--- src/rtl/aryth_pkg.sv ---
// Shared types and constants for the arithmetic op scheduler and its divider.
package aryth_pkg;

  localparam int         DIV_LAT     = 16;
  localparam logic [7:0] EXP_MOD_DEF = 8'd25;

  typedef enum logic [1:0] {OP_MOD, OP_GCD, OP_MODEXP, OP_ILL} op_e;

  typedef enum logic [2:0] {
    S_IDLE, S_DECODE, S_DIV_START, S_DIV_WAIT, S_STEP, S_RESP
  } state_e;

  // One restoring-division iteration: returns {rem[7:0], quot[15:0]}.
  function automatic logic [23:0] div_step(input logic [7:0]  r,
                                           input logic [15:0] q,
                                           input logic [7:0]  d);
    logic [8:0] sh;
    logic [8:0] tr;
    sh = {r, q[15]};
    tr = sh - {1'b0, d};
    if (sh >= {1'b0, d}) div_step = {tr[7:0], q[14:0], 1'b1};
    else                 div_step = {sh[7:0], q[14:0], 1'b0};
  endfunction

endpackage

--- src/rtl/aryth_divu16x8.sv ---
// Iterative 16/8 restoring divider, one quotient bit per cycle; done pulses DIV_LAT cycles after start.
module aryth_divu16x8
  import aryth_pkg::*;
(
  input  logic        clk,
  input  logic        rst_n,
  input  logic        start,
  input  logic [15:0] dividend,
  input  logic [7:0]  divisor,
  output logic        busy,
  output logic        done,
  output logic [15:0] quot,
  output logic [7:0]  rem
);

  logic [7:0] d;
  logic [4:0] cnt;

  // The start edge already performs the first iteration so done lands DIV_LAT cycles after start.
  always_ff @(posedge clk) begin
    if (!rst_n) begin
      busy <= 1'b0;
      done <= 1'b0;
      quot <= '0;
      rem  <= '0;
      d    <= '0;
      cnt  <= '0;
    end else begin
      done <= 1'b0;
      if (start && !busy) begin
        {rem, quot} <= div_step(8'd0, dividend, divisor);
        d           <= divisor;
        cnt         <= 5'd1;
        busy        <= 1'b1;
      end else if (busy) begin
        {rem, quot} <= div_step(rem, quot, d);
        if (cnt == 5'(DIV_LAT - 1)) begin
          busy <= 1'b0;
          done <= 1'b1;
        end else begin
          cnt <= cnt + 5'd1;
        end
      end
    end
  end

endmodule

--- src/rtl/aryth_op_sched.sv ---
// Round-robin scheduler running MOD/GCD/MODEXP as chains of divisions on one shared divider.
// Optional ARYTH_OP_SCHED_PERF_EN adds saturating perf_ops/perf_busy counters.
module aryth_op_sched
  import aryth_pkg::*;
#(
  parameter logic [7:0] EXP_MOD = EXP_MOD_DEF
) (
  input  logic        clk,
  input  logic        rst_n,
  input  logic [1:0]  req_valid,
  output logic [1:0]  req_ready,
  input  logic [1:0]  req0_op,
  input  logic [1:0]  req1_op,
  input  logic [7:0]  req0_a,
  input  logic [7:0]  req0_b,
  input  logic [7:0]  req1_a,
  input  logic [7:0]  req1_b,
  output logic        rsp_valid,
  input  logic        rsp_ready,
  output logic        rsp_id,
  output logic [7:0]  rsp_data,
  output logic        rsp_err,
  output logic        busy
`ifdef ARYTH_OP_SCHED_PERF_EN
  ,
  output logic [15:0] perf_ops,
  output logic [15:0] perf_busy
`endif
);

  state_e      state;
  op_e         op;
  logic        id, last, gnt;
  logic [7:0]  a, b, y;
  logic [2:0]  bit_idx;
  logic        mult_phase;
  logic [15:0] dividend;
  logic [7:0]  divisor;
  logic        div_done;
  logic [7:0]  div_rem;
  logic [15:0] unused_quot;
  logic        unused_div_busy;

  aryth_divu16x8 u_div (
    .clk      (clk),
    .rst_n    (rst_n),
    .start    (state == S_DIV_START),
    .dividend (dividend),
    .divisor  (divisor),
    .busy     (unused_div_busy),
    .done     (div_done),
    .quot     (unused_quot),
    .rem      (div_rem)
  );

  assign busy = (state != S_IDLE);

  always_comb begin
    gnt = 1'b0;
    case (req_valid)
      2'b10:   gnt = 1'b1;
      2'b11:   gnt = ~last;
      default: gnt = 1'b0;
    endcase
    req_ready = '0;
    if (rst_n && state == S_IDLE && req_valid != 2'b00) req_ready[gnt] = 1'b1;
  end

  always_ff @(posedge clk) begin
    if (!rst_n) begin
      state      <= S_IDLE;
      last       <= 1'b1;
      op         <= OP_MOD;
      id         <= 1'b0;
      a          <= '0;
      b          <= '0;
      y          <= '0;
      bit_idx    <= '0;
      mult_phase <= 1'b0;
      dividend   <= '0;
      divisor    <= '0;
      rsp_valid  <= 1'b0;
      rsp_id     <= 1'b0;
      rsp_data   <= '0;
      rsp_err    <= 1'b0;
    end else begin
      case (state)
        S_IDLE: if (|(req_valid & req_ready)) begin
          id    <= gnt;
          last  <= gnt;
          op    <= op_e'(gnt ? req1_op : req0_op);
          a     <= gnt ? req1_a : req0_a;
          b     <= gnt ? req1_b : req0_b;
          state <= S_DECODE;
        end
        S_DECODE: begin
          y          <= b;
          bit_idx    <= 3'd7;
          mult_phase <= 1'b0;
          dividend   <= {8'd0, a};
          divisor    <= b;
          state      <= S_DIV_START;
          rsp_id     <= id;
          if (op == OP_ILL || (op != OP_MODEXP && b == 8'd0)) begin
            rsp_valid <= 1'b1;
            rsp_err   <= (op != OP_GCD);
            rsp_data  <= (op == OP_GCD) ? a : 8'd0;
            state     <= S_RESP;
          end else if (op == OP_MODEXP) begin
            dividend <= 16'd1;
            divisor  <= EXP_MOD;
          end
        end
        S_DIV_START: state <= S_DIV_WAIT;
        S_DIV_WAIT: if (div_done) begin
          if (op == OP_MOD) begin
            rsp_valid <= 1'b1;
            rsp_err   <= 1'b0;
            rsp_data  <= div_rem;
            state     <= S_RESP;
          end else begin
            state <= S_STEP;
          end
        end
        // The divider holds rem after done, so STEP reads it directly.
        S_STEP: begin
          state <= S_DIV_START;
          if (op == OP_GCD) begin
            if (div_rem == 8'd0) begin
              rsp_valid <= 1'b1;
              rsp_err   <= 1'b0;
              rsp_data  <= y;
              state     <= S_RESP;
            end else begin
              y        <= div_rem;
              dividend <= {8'd0, y};
              divisor  <= div_rem;
            end
          end else if (!mult_phase && b[bit_idx]) begin
            mult_phase <= 1'b1;
            dividend   <= {8'd0, div_rem} * {8'd0, a};
          end else if (bit_idx == 3'd0) begin
            rsp_valid <= 1'b1;
            rsp_err   <= 1'b0;
            rsp_data  <= div_rem;
            state     <= S_RESP;
          end else begin
            bit_idx    <= bit_idx - 3'd1;
            mult_phase <= 1'b0;
            dividend   <= {8'd0, div_rem} * {8'd0, div_rem};
          end
        end
        S_RESP: if (rsp_ready) begin
          rsp_valid <= 1'b0;
          state     <= S_IDLE;
        end
        default: state <= S_IDLE;
      endcase
    end
  end

`ifdef ARYTH_OP_SCHED_PERF_EN
  always_ff @(posedge clk) begin
    if (!rst_n) begin
      perf_ops  <= '0;
      perf_busy <= '0;
    end else begin
      if (rsp_valid && rsp_ready && perf_ops != '1) perf_ops <= perf_ops + 16'd1;
      if (busy && perf_busy != '1) perf_busy <= perf_busy + 16'd1;
    end
  end
`endif

endmodule

--- config.mk ---
export PLATFORM = sky130hd
export DESIGN_NAME = aryth_op_sched
export DESIGN_NICKNAME = d
export VERILOG_FILES = /design/src/rtl/aryth_pkg.sv /design/src/rtl/aryth_divu16x8.sv /design/src/rtl/aryth_op_sched.sv
export SDC_FILE = /design/constraint.sdc
export NUM_CORES = 1
export LEC_CHECK = 0
export CORE_UTILIZATION = 60
export CTS_BUF_LIST = sky130_fd_sc_hd__clkbuf_4 sky130_fd_sc_hd__clkbuf_8 sky130_fd_sc_hd__clkbuf_16
export DETAILED_ROUTE_END_ITERATION = 10
export PLACE_DENSITY = 0.8
export SYNTH_ARGS = -nofsm -noshare
export SYNTH_HDL_FRONTEND = slang
export SYNTH_HIERARCHICAL = 1
export SYNTH_SLANG_ARGS = --single-unit
export TNS_END_PERCENT = 20
--- constraint.sdc ---
create_clock -name clk -period 5.5 [get_ports clk]
set_input_delay 0.825 -clock clk [delete_from_list [all_inputs] [get_ports clk]]
set_output_delay 0.825 -clock clk [all_outputs]
set_load 0.005 [all_outputs]
==> flow_summary.toml <==
[setup_path]
critPathMaxFanout = 17
cp_data_arrival_time_ns = 5.00
critical_path.top_delay_family = "adder cells"
cp.required_ns = 5.73
regToRegSetupSlack_ns = 0.73
slowest_stage = "fa_1"
crit_type = "reg -> reg"
critPathBufInv = 4
slowest_delay_ns = 0.56
cp_cell_sequence = "buf_4, nand2_1, inv_1, fa_1, xor2_1, xnor2_1, fa_1, inv_1, fa_1, inv_1, ha_1, a211o_1, a31oi_1, o21ai_0, a31oi_1, xor2_1, o221ai_1"
cp-startpoint = "u_div/rem[5]"
cp-end-kind = "flip-flop"
startpoint_type = "flip-flop"
r2r-start = "u_div/rem[5]"

[placed_design]
routabilityCongestion = 0.937
pre_cts_ws_ns = 0.823
numPortBuffers = 54
dp_hpwl_um = 18700

[detailed_routing]
routedWlPerCell_um = 17.6
met1_length_um = 10600
drtPass1Iterations = 7
postRouteAntennaNets = 0
dr_wl_met3_um = 1850
met2WireLength_um = 11400
drt_iter0_drc = 940
viasPerCell = 6.13
wl_um = 24800
vias = 8635
top_layer_used = "met4"
drc = 0

[layout]
fillers = 1344
fin_nets = 1370
areaGrowthSynthToFinish_pct = 9.62
antenna_cells = 0
drive_gt1_share_pct = 6.20

[grt]
grt_max_degree = 55
first_global_vias = 8060
grt_first_pass_wirelength_um = 40100
overflow = 0
grt_util_all_layers_pct = 30.9
antenna_found_initial = 0

[floorplan]
row_count = 46
initial_core_util_pct = 61.4
io_pins = 55
core_area_um2 = 15800
die_h_um = 129
dieArea_um2 = 16700
die_w_um = 129

[clocking]
path_clk_slew_ns = 0.08
cts.sinks = 109
cts_buffer_depth = 2
post_cts_resized = 0
cts_root_buf = "clkbuf_16"
cts_htree_levels = 3
hold_buffers = 0
cts_tree = "yes"
cts_setup_buffers = 0
insertion_delay_ns = 0.35
cts_made_buffers = 9

[timing]
slew_headroom_pct = 37.0
period_share_pct = 86.8
setup_tns_ns = 0
worst_slack_ns = 0.728
hold_viol = 0
slew_viol_final = 0
fmax_mhz = 210
min_period_ns = 4.77
rsz0062_at_grt = "false"
clock_skew_ns = 0.00941
holdWs_ns = 0.465
worstMarginPinSlew_ns = 0.944
finalSetupViolations = 0

[logic_synthesis]
synthArstFlopShare_pct = 0
synth_edf_count = 0
synth.top_cell.area_share_pct = 22.4
syn_nets = 1360
synth_ff_type = "dfxtp_1"
synth_cells = 1179
syn_area_um2 = 9730
ys_ff_latch = 109
ys_seq_area_share_pct = 22.4
synth_warnings = 6
yosys.area.top_type = "dfxtp_1"
post_synth_num_cell_types = 89
syn_area_per_cell_um2 = 8.25
synthTopCellsByArea = "dfxtp_1, fa_1, ha_1, and2_1, nor2_1"

[outcome]
status = "finished clean"

[power_and_ir_drop]
ir_worst_vdd_v = 0.000316
leakagePower_uw = 0.00466
p_per_area_nw_per_um2 = 377

[run]
maxCapViolCount = 0

[worst_hold_path]
min_from = "u_div/d[4]"
hp-class = "reg -> reg"
==> sequential cells by signal, indices dropped and copies added, names as in the netlist, 3 cells and up <==
| register | cells |
|---|---|
| bit_idx | 3 |
| state | 3 |
| u_div/quot | 16 |
| y | 8 |
| dividend | 16 |
| u_div/rem | 8 |
| u_div/d | 8 |
| divisor | 8 |
| rsp_data | 8 |
| b | 8 |
| u_div/cnt | 5 |
| a | 8 |
==> worst paths after layout <==
| kind | to | depth (start not counted) |
|---|---|---|
| max | dividend[13] | 17 |
| min | u_div/d[4] | 2 |
| max reg2reg | dividend[13] | 17 |
| min reg2reg | u_div/d[4] | 2 |
==> power breakdown <==
part	switching [uW]	leakage (uW)	total, uW	internal [uW]
clock	312	0.000151	683	371
sequential	236	0.000887	1190	955
combinational	1330	0.00362	2150	823
==> cell usage after synthesis (all sizes together) (7+ instances only) <==
cell type,number
nand3,21
nor2,118
o211ai,16
a21oi,74
inv,120
a221oi,9
a21o,13
ha,78
dfxtp,109
nor2b,13
a222oi,16
mux2i,23
o22ai,7
nand4,7
a31oi,17
a311oi,15
and2,76
o31ai,9
o21ai,41
nor3,15
and3,8
clkbuf,54
buf,20
fa,62
nand2,101
xnor2,20
a22oi,10
nand2b,11
==> cells by family after synthesis <==
kind of cell / after synthesis / share of synthesized area, %
AO/OA/AOI/OAI: 284 / 21.1
multiplexers: 26 / 2.71
buffers and inverters: 194 / 7.99
flip-flops: 109 / 22.4
adder cells (fa/ha/maj): 140 / 22.8
AND/OR/NAND/NOR: 400 / 20.6
XOR/XNOR: 26 / 2.34
==> per-stage QoR <==
step	cells	total power (uW)	area, um2	util (%)
after global routing	1409	4280	10700	67.4
final	1409	4020	10700	67.4
after CTS	1409	3990	10700	67.4
after detailed placement	1394	3290	10400	65.4
after global placement	1394	3250	10400	65.4
after floorplan	1179	2750	9730	-
==> metal layers <==
layer / vias up / GRT usage, %
met2: 382 / 49.8
met1: 4061 / 41.1
met4: 0 / 12.8
li1: 4124 / -
met5: - / 0
met3: 68 / 5.24
==> tightest hold or removal path, delay by kind of cell, from the launching register on <==
kind             cells  cell delay [ns]
AND/OR/NAND/NOR      1             0.05
AO/OA/AOI/OAI        1             0.05
flip-flops           1             0.32
==> layout make-up <==
class	instances	area, um2	area share, %
Multi-Input combinational cell	876	6770	63.5
Sequential cell	109	2180	20.5
Timing Repair Buffer	73	683	6.41
Inverter	120	450	4.22
Tap cell	216	270	2.53
Clock buffer	10	239	2.24
Clock inverter	5	67.6	0.634
==> cells in the final DEF, fill, tap and decap left out, drive strengths merged, types with 20 or more instances in the layout <==
cell / Yosys / routed
nand2: 101 / 101
a21oi: 74 / 74
ha: 78 / 78
nand3: 21 / 21
xnor2: 20 / 20
fa: 62 / 62
and2: 76 / 76
mux2i: 23 / 23
clkdlybuf4s50: 0 / 54
o21ai: 41 / 41
dfxtp: 109 / 109
nor2: 118 / 118
inv: 120 / 123
No activity file was read; power rests on OpenSTA's default activity.
